`config.mk`:
```
export PLATFORM = sky130hd
export DESIGN_NAME = request_unit_gen_flat
export DESIGN_NICKNAME = d
export VERILOG_FILES = /design/src/rtl/request_unit_gen_if.sv /design/src/rtl/request_unit_gen.sv /design/src/flat_wrapper.sv
export SDC_FILE = /design/constraint.sdc
export NUM_CORES = 1
export LEC_CHECK = 0
export CAP_MARGIN = 20
export CORE_ASPECT_RATIO = 1.75
export CORE_MARGIN = 8
export CORE_UTILIZATION = 25
export DETAILED_ROUTE_END_ITERATION = 8
export HOLD_SLACK_MARGIN = 0.03
export PLACE_DENSITY = 0.44
export SLEW_MARGIN = 20
export SYNTH_ARGS = -nofsm -noshare
export SYNTH_HDL_FRONTEND = slang
export SYNTH_SLANG_ARGS = --single-unit
```
`constraint.sdc`:
```
create_clock -name CLK -period 3 [get_ports CLK]
set_input_delay 0.6 -clock CLK [delete_from_list [all_inputs] [get_ports CLK]]
set_output_delay 0.6 -clock CLK [all_outputs]
set_load 0.01 [all_outputs]
```
`src/rtl/request_unit_gen_if.sv`:
```
// Handshake bundle between the core pipeline, the request unit and the data cache port.
// master drives the pipeline-side inputs; slave is the request unit itself.
interface request_unit_gen_if #(
  parameter int CNT_W = 32
);
  logic             ihit;
  logic             dhit;
  logic             dREN;
  logic             dWEN;
  logic             datomic;
  logic             halt;
  logic             dmemREN;
  logic             dmemWEN;
  logic             dmematomic;
  logic             pending;
  logic             halted;
  logic             timeout;
  logic [CNT_W-1:0] rd_count;
  logic [CNT_W-1:0] wr_count;
  logic [CNT_W-1:0] stall_count;

  modport master (
    output ihit, dhit, dREN, dWEN, datomic, halt,
    input  dmemREN, dmemWEN, dmematomic, pending, halted, timeout,
    input  rd_count, wr_count, stall_count
  );

  modport slave (
    input  ihit, dhit, dREN, dWEN, datomic, halt,
    output dmemREN, dmemWEN, dmematomic, pending, halted, timeout,
    output rd_count, wr_count, stall_count
  );
endinterface

```
`src/rtl/request_unit_gen.sv`:
```
// Data-memory request unit: arms read/write requests on ihit, retires them on dhit,
// with atomic tagging, halt handling, a pending watchdog and saturating counters.
module request_unit_gen #(
  parameter int CNT_W   = 32,
  parameter int TO_W    = 8,
  parameter int TIMEOUT = 200
) (
  input  logic              CLK,
  input  logic              RST,
  request_unit_gen_if.slave bus
);

  typedef enum logic [1:0] {
    ST_IDLE    = 2'd0,
    ST_RD_PEND = 2'd1,
    ST_WR_PEND = 2'd2,
    ST_HALTED  = 2'd3
  } state_t;

  localparam logic [TO_W-1:0] TO_LIM = TO_W'(TIMEOUT);

  state_t           state_r;
  state_t           state_n_s;
  logic             pend_s;
  logic             enter_s;
  logic             dmemren_r;
  logic             dmemwen_r;
  logic             atomic_r;
  logic             pending_r;
  logic             halted_r;
  logic             timeout_r;
  logic [TO_W-1:0]  wd_r;
  logic [CNT_W-1:0] rd_count_r;
  logic [CNT_W-1:0] wr_count_r;
  logic [CNT_W-1:0] stall_count_r;

  function automatic logic [CNT_W-1:0] sat_inc(input logic [CNT_W-1:0] v);
    if (&v) begin
      return v;
    end else begin
      return v + CNT_W'(1);
    end
  endfunction

  // Next-state selection; halt beats ihit, write beats read, halt is deferred while pending
  always_comb begin
    state_n_s = state_r;
    case (state_r)
      ST_IDLE: begin
        if (bus.halt) begin
          state_n_s = ST_HALTED;
        end else if (bus.ihit && bus.dWEN) begin
          state_n_s = ST_WR_PEND;
        end else if (bus.ihit && bus.dREN) begin
          state_n_s = ST_RD_PEND;
        end else begin
          state_n_s = ST_IDLE;
        end
      end
      ST_RD_PEND, ST_WR_PEND: begin
        if (bus.dhit) begin
          state_n_s = ST_IDLE;
        end else begin
          state_n_s = state_r;
        end
      end
      ST_HALTED: state_n_s = ST_HALTED;
      default:   state_n_s = ST_IDLE;
    endcase
  end

  assign pend_s  = (state_r == ST_RD_PEND) || (state_r == ST_WR_PEND);
  assign enter_s = (state_r == ST_IDLE) &&
                   ((state_n_s == ST_RD_PEND) || (state_n_s == ST_WR_PEND));

  // State register and registered request/status outputs decoded from the next state
  always_ff @(posedge CLK) begin
    if (RST) begin
      state_r   <= ST_IDLE;
      dmemren_r <= 1'b0;
      dmemwen_r <= 1'b0;
      pending_r <= 1'b0;
      halted_r  <= 1'b0;
      atomic_r  <= 1'b0;
    end else begin
      state_r   <= state_n_s;
      dmemren_r <= (state_n_s == ST_RD_PEND);
      dmemwen_r <= (state_n_s == ST_WR_PEND);
      pending_r <= (state_n_s == ST_RD_PEND) || (state_n_s == ST_WR_PEND);
      halted_r  <= (state_n_s == ST_HALTED);
      if (enter_s) begin
        atomic_r <= bus.datomic;
      end else if (pend_s && bus.dhit) begin
        atomic_r <= 1'b0;
      end
    end
  end

  // Watchdog: restarts per request, stops at the limit; the timeout flag is sticky until reset
  always_ff @(posedge CLK) begin
    if (RST) begin
      wd_r      <= '0;
      timeout_r <= 1'b0;
    end else if (enter_s) begin
      wd_r <= '0;
    end else if (pend_s && !bus.dhit && (wd_r != TO_LIM)) begin
      wd_r <= wd_r + TO_W'(1);
      if (wd_r == (TO_LIM - TO_W'(1))) begin
        timeout_r <= 1'b1;
      end
    end
  end

  // Saturating performance counters; nothing moves outside a pending state
  always_ff @(posedge CLK) begin
    if (RST) begin
      rd_count_r    <= '0;
      wr_count_r    <= '0;
      stall_count_r <= '0;
    end else begin
      if ((state_r == ST_RD_PEND) && bus.dhit) begin
        rd_count_r <= sat_inc(rd_count_r);
      end
      if ((state_r == ST_WR_PEND) && bus.dhit) begin
        wr_count_r <= sat_inc(wr_count_r);
      end
      if (pend_s && !bus.dhit) begin
        stall_count_r <= sat_inc(stall_count_r);
      end
    end
  end

  assign bus.dmemREN     = dmemren_r;
  assign bus.dmemWEN     = dmemwen_r;
  assign bus.dmematomic  = atomic_r;
  assign bus.pending     = pending_r;
  assign bus.halted      = halted_r;
  assign bus.timeout     = timeout_r;
  assign bus.rd_count    = rd_count_r;
  assign bus.wr_count    = wr_count_r;
  assign bus.stall_count = stall_count_r;

endmodule

```
`src/flat_wrapper.sv`:
```
// flat-port wrapper written by rule: the top's interface ports become plain ports
module request_unit_gen_flat 
#(
  parameter int CNT_W   = 32,
  parameter int TO_W    = 8,
  parameter int TIMEOUT = 200
)
  (CLK, RST, bus_ihit, bus_dhit, bus_dREN, bus_dWEN, bus_datomic, bus_halt, bus_dmemREN, bus_dmemWEN, bus_dmematomic, bus_pending, bus_halted, bus_timeout, bus_rd_count, bus_wr_count, bus_stall_count);
  request_unit_gen_if #(.CNT_W(CNT_W)) bus_i ();
  input  logic CLK;
  input  logic RST;
  input wire logic [$bits(bus_i.ihit)-1:0] bus_ihit;
  input wire logic [$bits(bus_i.dhit)-1:0] bus_dhit;
  input wire logic [$bits(bus_i.dREN)-1:0] bus_dREN;
  input wire logic [$bits(bus_i.dWEN)-1:0] bus_dWEN;
  input wire logic [$bits(bus_i.datomic)-1:0] bus_datomic;
  input wire logic [$bits(bus_i.halt)-1:0] bus_halt;
  output wire logic [$bits(bus_i.dmemREN)-1:0] bus_dmemREN;
  output wire logic [$bits(bus_i.dmemWEN)-1:0] bus_dmemWEN;
  output wire logic [$bits(bus_i.dmematomic)-1:0] bus_dmematomic;
  output wire logic [$bits(bus_i.pending)-1:0] bus_pending;
  output wire logic [$bits(bus_i.halted)-1:0] bus_halted;
  output wire logic [$bits(bus_i.timeout)-1:0] bus_timeout;
  output wire logic [$bits(bus_i.rd_count)-1:0] bus_rd_count;
  output wire logic [$bits(bus_i.wr_count)-1:0] bus_wr_count;
  output wire logic [$bits(bus_i.stall_count)-1:0] bus_stall_count;
  assign bus_i.ihit = bus_ihit;
  assign bus_i.dhit = bus_dhit;
  assign bus_i.dREN = bus_dREN;
  assign bus_i.dWEN = bus_dWEN;
  assign bus_i.datomic = bus_datomic;
  assign bus_i.halt = bus_halt;
  assign bus_dmemREN = bus_i.dmemREN;
  assign bus_dmemWEN = bus_i.dmemWEN;
  assign bus_dmematomic = bus_i.dmematomic;
  assign bus_pending = bus_i.pending;
  assign bus_halted = bus_i.halted;
  assign bus_timeout = bus_i.timeout;
  assign bus_rd_count = bus_i.rd_count;
  assign bus_wr_count = bus_i.wr_count;
  assign bus_stall_count = bus_i.stall_count;
  request_unit_gen #(.CNT_W(CNT_W), .TO_W(TO_W), .TIMEOUT(TIMEOUT)) u_core (.CLK(CLK), .RST(RST), .bus(bus_i));
endmodule
```
### After elaboration in Yosys (flattened, before gate mapping)

Index checks and enable logic that the tools add are counted.

* flip-flop bits (word level): 112
* word-level logic and storage cells: 56
* output and inout bits: 102
* input port bits: 8

* add/subtract/negate cells: 4
* bitwise logic cells: 4
* reduce and logical (&&, ||, !) cells: 22
* equal/unequal tests: 8
* mux-type cells: 7

Operators by type and width (count)
* $add 32x1->32 const B: 3
* $reduce_and 32->1: 3
* $add 8x1->8 const B: 1
* $eq 2x2->1 const B: 4
* $eq 8x8->1 const B: 1
* $logic_and 1x1->1: 8
* $ne 8x8->1 const B: 1
* $mux 2: 3
* $pmux 2 s3: 1
* $reduce_and 2->1: 3
* $eq 2x1->1 const B: 2
* $not 1->1: 4
* $reduce_or 2->1: 2
* $mux 1: 3
* $reduce_and 3->1: 1
* $logic_not 2->1: 1
* $logic_or 1x1->1: 2
* $reduce_bool 2->1: 1
* $logic_not 1->1: 1

### Depth between registers and ports, before layout

Gate-level depths: netlist (run 1).

* depth after elaboration: 10
* depth in mapped cells: 13

### Worst setup path after synthesis (run 1)

Ideal clock, no wire load.

* path type: register to register
* start: reg u_core.wr_count_r[0], in the netlist u_core.bus.wr_count[0]
* end: reg u_core.wr_count_r[27], in the netlist u_core.bus.wr_count[27]
* data arrival time: 2.318 ns
* stages on the path, launching flop included: 8
* setup slack: 0.561 ns
* library setup time: 0.121 ns
* cell sequence: dfxtp_1 -> ha_1 -> nand4_1 -> or4_1 -> o31ai_4 -> buf_6 -> nor4_1 -> mux2_4

* cells in the longest elaborated chain, start to end: 3

RTL lines
* from (decl): RTL line request_unit_gen.sv:34 `logic [CNT_W-1:0] wr_count_r;`
* from (signal assigned): RTL line request_unit_gen.sv:125 `wr_count_r <= sat_inc(wr_count_r);`
* branches (longest 3 deep; another with $add 32x1->32)

Several ways; the timed one is not identified.
A chain may end at the register's enable or synchronous reset.

### Final worst setup path (run 1)

* start: reg u_core.wr_count_r[0], in the netlist u_core.bus.wr_count[0]
* end: reg u_core.wr_count_r[1], in the netlist u_core.bus.wr_count[1]

The elaborated chain is that of the path after synthesis.

==> impl_results.md, run 1 <==
- Status: finished, final reports clean
- # H-tree levels: 3
- Fmax: between 300 and 400 MHz
- Type of origin of the critical path: flip-flop
- RSZ-0062 raised after global routing: false
- Mapped cell area: approximately 5700 um^2
- Post-synth EDFFs: 0
- Syn Area/Cell: ~8.3 um^2
- Layout cells sized above 1: 0.0747
- Crit path cell chain: ha_1, nand4_1, or4_1, o31ai_4, buf_4, mux2i_1, nor2_1
- Synth async-reset ratio: 0
- Max-capacitance violation count: 0
- Post-synthesis net count: between 700 and 800
- Ranking of synthesized cells by area: dfxtp_1 (39%), a21oi_1 (5.6%), or3_1 (4.2%), nor2_1 (4.0%), o21ai_0 (3.7%)
- I/O pin cnt: 110
- First-pass GRT wire length: around 28 mm
- Port buffer count: around 110
- Final ANT Viol Nets: 0
- Delay of the slowest cell on the worst path: 650 ps
- Total power: 2.95 mW
- WP data required: approximately 3300 ps
- Total GRT Usage: 0.125
- Setup TNS: 0 ps
- Initial antenna violation count: 0
- Num CTS Buffers: 9
- Post-synthesis cell type count: 50
- Filler cells: 2435
- Routed via count: 5539
- Largest area contributor in the netlist: dfxtp_1
- CP max FO: 10
- Hold Fails Final Rpt: 0
- Mapped Cells: 686
- CTS tree: yes
- Starting DRT DRC Count: 221
- Cell row count: 73
- Routed length per instance: between 15 and 20 um
- Synth top area share: 0.394
- Post-DP HPWL: 13.3 mm
- # clock sinks: between 100 and 150
- Drt total wl: 17.6 mm
- Max VDD drop: ~0.21 mV
- Ant diodes: 0
- Clock tree buffer depth: 2
- Drt via density: 5.02
- GRT overflow: 0
- Critical path capture point type: flip-flop
- CTS Root Cell: clkbuf_16
- #FFs+latches synth: 112
- Vias in the first global route: 5312
- Warnings from Yosys: 0
- Clk slew on worst S/H paths: 80 ps
- CP Class: flip-flop to flip-flop
- Initial Util: 0.252
- Final slew viol count: 0
- Area Overhead vs Synth: 32.0%
- Final WS setup: 426 ps
- Chip height: 216 um
- Core ar.: 22600 um^2
- Power Density: 393 nW/um^2
- Hold buffers post-CTS: 0
- Slew HR: 0.522
- Final setup fails: 0
- Critical path's slowest cell: or4_1
- Die Wd: 130 um
- Register area share after synthesis: 0.394
- WP data arrival: 2830 ps
- Clock latency on the worst-skew pair: 360 ps
- DP Worst Slack: 229 ps
- Worst Max-Slew Pin Slew: 708 ps
- Nets: 818
- Final period util: 0.858
- Layout Skew: 8.57 ps
- DRC violation count after routing: 0
- Ys flop type: dfxtp_1
- Tmin final: 2570 ps
- Routability cong.: 0.793
- Maximum number of pins on one net before global-route repair: 46
- Setup bufs post-CTS: 0
- Pre-Repair DR Iteration Count: 6
- Worst hold-check path type: flip-flop to flip-flop
- DIE AREA: 28000 um^2
- Post-cts sizing count: 0
- Leakage: 2.35 nW
[layout make-up]
cell class,instances,area (um^2),share of cell area
clock buffers,9,225,0.0300
multi-input cells,520,3240,0.431
well taps,300,375,0.0500
clock inverters,7,55.1,0.00733
flip-flops and latches,112,2240,0.299
repair buffers,133,1290,0.172
inverters,22,82.6,0.0110
[worst max-delay path, delay by kind of cell (launching register included)]
kind                     cells  cell delay [ps]
AND/OR/NAND/NOR              3              850
buffers and inverters        1              240
multiplexers                 1              180
flip-flops                   1              470
adder cells (fa/ha/maj)      1              280
AO/OA/AOI/OAI                1              440
[logic make-up (layout without fill, tap and decap cells)]
family,Yosys count,count (layout),share of synthesized area
AOI/OAI and AO/OA,155,155,0.167
xor gates and xnor gates,18,18,0.0277
adders and majority gates,12,12,0.0264
buffers and inverters,54,171,0.0385
DFF,112,112,0.394
muxes,19,19,0.0396
and+or+nand+nor,316,316,0.307
[synth_stat cells, types with 10 or more instances]
cell type  number
inv_1          22
or4_1          24
clkbuf_1       23
nand4_1        30
nand3_1        39
or3_1          38
a21oi_1        64
and4_1         11
nor3_1         14
nor4_1         14
nor2_1         61
ha_1           12
nor2b_1        20
o21ai_0        42
and3_1         10
nand2_1        37
xor2_1         14
o31ai_1        22
dfxtp_1       112
[placed cells by master (no fill, tap or decap), types with 10 or more instances in the layout]
cell,n
and4_1,11
dfxtp_1,112
or4_1,24
nand2_1,37
clkdlybuf4s50_1,108
a21oi_1,64
nor3_1,14
or3_1,38
nand3_1,39
and3_1,10
nor2b_1,20
nand4_1,30
inv_1,22
nor4_1,14
buf_4,23
nor2_1,61
o31ai_1,22
o21ai_0,42
xor2_1,14
ha_1,12
[power breakdown]
| group | switching, mW | internal [mW] | leakage, nW |
|---|---|---|---|
| Sequential | 0.0198 | 1.51 | 0.903 |
| Clock | 0.617 | 0.571 | 0.121 |
| Combinational | 0.136 | 0.0997 | 1.33 |
[metrics by stage]
step	hold slack [ps]	cell area, um^2	instances	util
floorplan	458	5690	686	-
global placement	469	7220	1087	0.320
detailed placement	490	7220	1087	0.320
CTS	501	7500	1103	0.332
global route	526	7510	1103	0.333
finish	497	7510	1103	0.333
[path summary, 6_finish.rpt]
path                         startpoint                    endpoint  slack, ps  cells past startpoint
max              u_core.bus.wr_count[0]      u_core.bus.wr_count[1]        430                      7
min          u_core.bus.stall_count[26]  u_core.bus.stall_count[26]        500                      2
max reg2reg      u_core.bus.wr_count[0]      u_core.bus.wr_count[1]        430                      7
min reg2reg  u_core.bus.stall_count[26]  u_core.bus.stall_count[26]        500                      2
[metal layers]
| metal | vias up | global-route usage | part of all wire |
|---|---|---|---|
| li1 | 2768 | - | - |
| met2 | 93 | 0.233 | 0.54 |
| met3 | 15 | 0.0254 | 0.039 |
| met1 | 2663 | 0.132 | 0.41 |
| met4 | 0 | 0.0455 | 0.015 |
| met5 | - | 0 | 0 |
[sequential cells by signal, indices dropped and copies added (netlist names), 2 cells and up]
signal / count
u_core.bus.wr_count: 32
u_core.bus.stall_count: 32
u_core.wd_r: 8
u_core.state_r: 2
u_core.bus.rd_count: 32
Power figures use the tool's default switching activity.
==> run 2, diff against run 1 <==
==> constraint.sdc (replaced) <==
create_clock -name CLK -period 2.5 [get_ports CLK]
set_input_delay 0.5 -clock CLK [delete_from_list [all_inputs] [get_ports CLK]]
set_output_delay 0.5 -clock CLK [all_outputs]
set_load 0.01 [all_outputs]
==> impl_results.md, run 2 (synthesized netlist as in run 1, its figures left out) <==
- Nets: 872 (+6.6%)
- Power Density: 477 nW/um^2 (+21%)
- CTS tree: yes
- Vias in the first global route: 5758 (+8.4%)
- FF-to-FF setup slack: 130 ps (-300 ps)
- Hold Path Origin: u_core.bus.dmematomic
- Clock latency on the worst-skew pair: 370 ps (about the same)
- GRT overflow: 0 (unchanged)
- Max VDD drop: 0.365 mV (+74%)
- Clk slew on worst S/H paths: 80 ps (about the same)
- Cell row count: 73 (unchanged)
- RSZ-0062 raised after global routing: true
- Hold buffers post-CTS: 0 (unchanged)
- Worst Max-Slew Pin Slew: 534 ps (-174 ps)
- Routed length per instance: 15.9 um (-0.12%)
- Area Overhead vs Synth: 39.7%
- Delay-heaviest family, CP: adder cells
- CTS Root Cell: clkbuf_16
- Final slew viol count: 0 (unchanged)
- CP Class: flip-flop to flip-flop
- CP max FO: 8 (-2)
- Drt via density: 5.02 (about the same)
- Commonest non-fill, non-tap cell in the layout: dfxtp_1
- Num CTS Buffers: 9 (unchanged)
- Status: finished, final reports clean
- Initial antenna violation count: 0 (unchanged)
- Clock tree buffer depth: 2 (unchanged)
- Worst hold-check path type: flip-flop to flip-flop
- Layout cells sized above 1: 0.134 (+0.0595)
- Delay of the slowest cell on the worst path: 330 ps (-320 ps)
- Chip height: 216 um (unchanged)
- Starting DRT DRC Count: 242 (+9.5%)
- Dpl cells: 1141 (+5.0%)
- DRC violation count after routing: 0 (unchanged)
- Core ar.: 22600 um^2 (unchanged)
- Post-route insts no fill: 1157 (+4.9%)
- Die Wd: 130 um (unchanged)
- Routed via count: 5810 (+4.9%)
- WP data arrival: 2610 ps (-220 ps)
- Final period util: 0.949 (+0.0913)
- # H-tree levels: 3 (unchanged)
- # clock sinks: 112 (unchanged)
- Final ANT Viol Nets: 0 (unchanged)
- Port buffer count: 109 (unchanged)
- Pre-Repair DR Iteration Count: 4 (-2)
- Worst hold stages: 2 (unchanged)
- Hold Path Sink: u_core.bus.dmematomic
- Critical path capture point type: flip-flop
- Worst r2r src: u_core.state_r[0]
- Type of origin of the critical path: flip-flop
- Hold Fails Final Rpt: 0 (unchanged)
- Setup TNS: 0 ps (unchanged)
- Crit path cell chain: inv_1, ha_1, nor2b_1, buf_4, a211oi_1, a21o_1, inv_1, ha_1, nand2b_1, nand2b_1, a21oi_1
- Initial Util: 0.252 (unchanged)
- Commonest non-fill, non-tap cells in the layout: dfxtp_1 (112), clkdlybuf4s50_1 (108), buf_4 (78)
- RR Endpoint: u_core.wd_r[5]
- Final setup fails: 0 (unchanged)
- Post-DP HPWL: 14.3 mm (+7.6%)
- Filler cells: 2367 (-2.8%)
- Multi-input logic area: 3230 um^2 (about the same)
- Worst Path Buf+Inv: 3 (+2)
- Worst reg2reg path depth: 11 (+4)
- Total GRT Usage: 0.131 (+0.00596)
- Critical path's slowest cell: dfxtp_1
- Routability cong.: 0.817 (+3.1%)
- Setup bufs post-CTS: 0 (unchanged)
- Max-capacitance violation count: 0 (unchanged)
- Drt total wl: 18.4 mm (+4.8%)
- DIE AREA: 28000 um^2 (unchanged)
- Ant diodes: 0 (unchanged)
- Slew HR: 0.641 (+0.119)
- Total power: 3.79 mW (+28%)
- Fmax: 421 MHz (+8.5%)
- WP data required: 2740 ps (-520 ps)
- Tmin final: 2370 ps (-201 ps)
- Final Hold Slack: 493 ps (-3.89 ps)
- First-pass GRT wire length: 29.3 mm (+4.0%)
- Maximum number of pins on one net before global-route repair: 41 (-11%)
- FF/Latch Area: 2240 um^2 (unchanged)
- Leakage: 2.65 nW (+13%)
- I/O pin cnt: 110 (unchanged)
- Layout Skew: 7.06 ps (-1.51 ps)
## run 2: cell types whose count changed in the layout (fill, tap and decap cells not counted)
cell,change
buf_4,+55
o31ai_4,-1
clkinvlp_4,-5
buf_12,-1
o31ai_2,+1
nor4_1,-1
clkinv_4,+3
nor4_2,+1
bufinv_16,+2
## run 2: layer usage
| layer | GRT usage | share of wire |
|---|---|---|
| met3 | 0.0311 | 0.045 |
| met5 | 0 | 0 |
| met1 | 0.131 | 0.39 |
| met4 | 0.0596 | 0.023 |
| met2 | 0.245 | 0.54 |
## run 2: power breakdown
part / switching (mW) / internal (mW) / leakage (nW) / total, mW
sequential: 0.0145 / 1.81 / 0.903 / 1.82
combinational: 0.185 / 0.163 / 1.58 / 0.348
clock: 0.725 / 0.892 / 0.161 / 1.62
## run 2: area by class of cell
type	instances	area share
clock buffer	9	0.0283
clock inverter	7	0.0131
multi-input combinational	520	0.407
sequential	112	0.282
inverter	22	0.0104
tap	300	0.0472
timing repair buffer	187	0.212
## run 2: timing repair
item,4_1_cts,5_1_grt
endpoints found under the setup margin,0,9
endpoints found under the hold margin,0,0
gates resized for setup,0,1
## run 2: worst max-delay path by stage
stage / slack [ps] / depth (start not counted) / to / start
floorplan: 60 / 7 / u_core.bus.wr_count[27] / u_core.bus.wr_count[0]
global placement: -140 / 12 / u_core.bus.timeout / bus_dhit
detailed placement: -200 / 10 / u_core.wd_r[5] / bus_dhit
CTS: 100 / 11 / u_core.wd_r[5] / u_core.state_r[0]
global route: -60 / 11 / u_core.wd_r[5] / u_core.state_r[0]
finish: 130 / 11 / u_core.wd_r[5] / u_core.state_r[0]
## run 2: tightest hold or removal path: stages (launching register included)
cell and delay, ps:
dfxtp_1 330, nand3_1 70, a21oi_1 60
## run 2: metrics by stage
stage                     instance area, um^2   util  setup WS [ps]
final                                    7950  0.352            127
after global routing                     7950  0.352          -61.4
after CTS                                7940  0.352           99.2
after detailed placement                 7610  0.337           -201
after global placement                   7610  0.337           -142
after floorplan                          5690      -           60.8
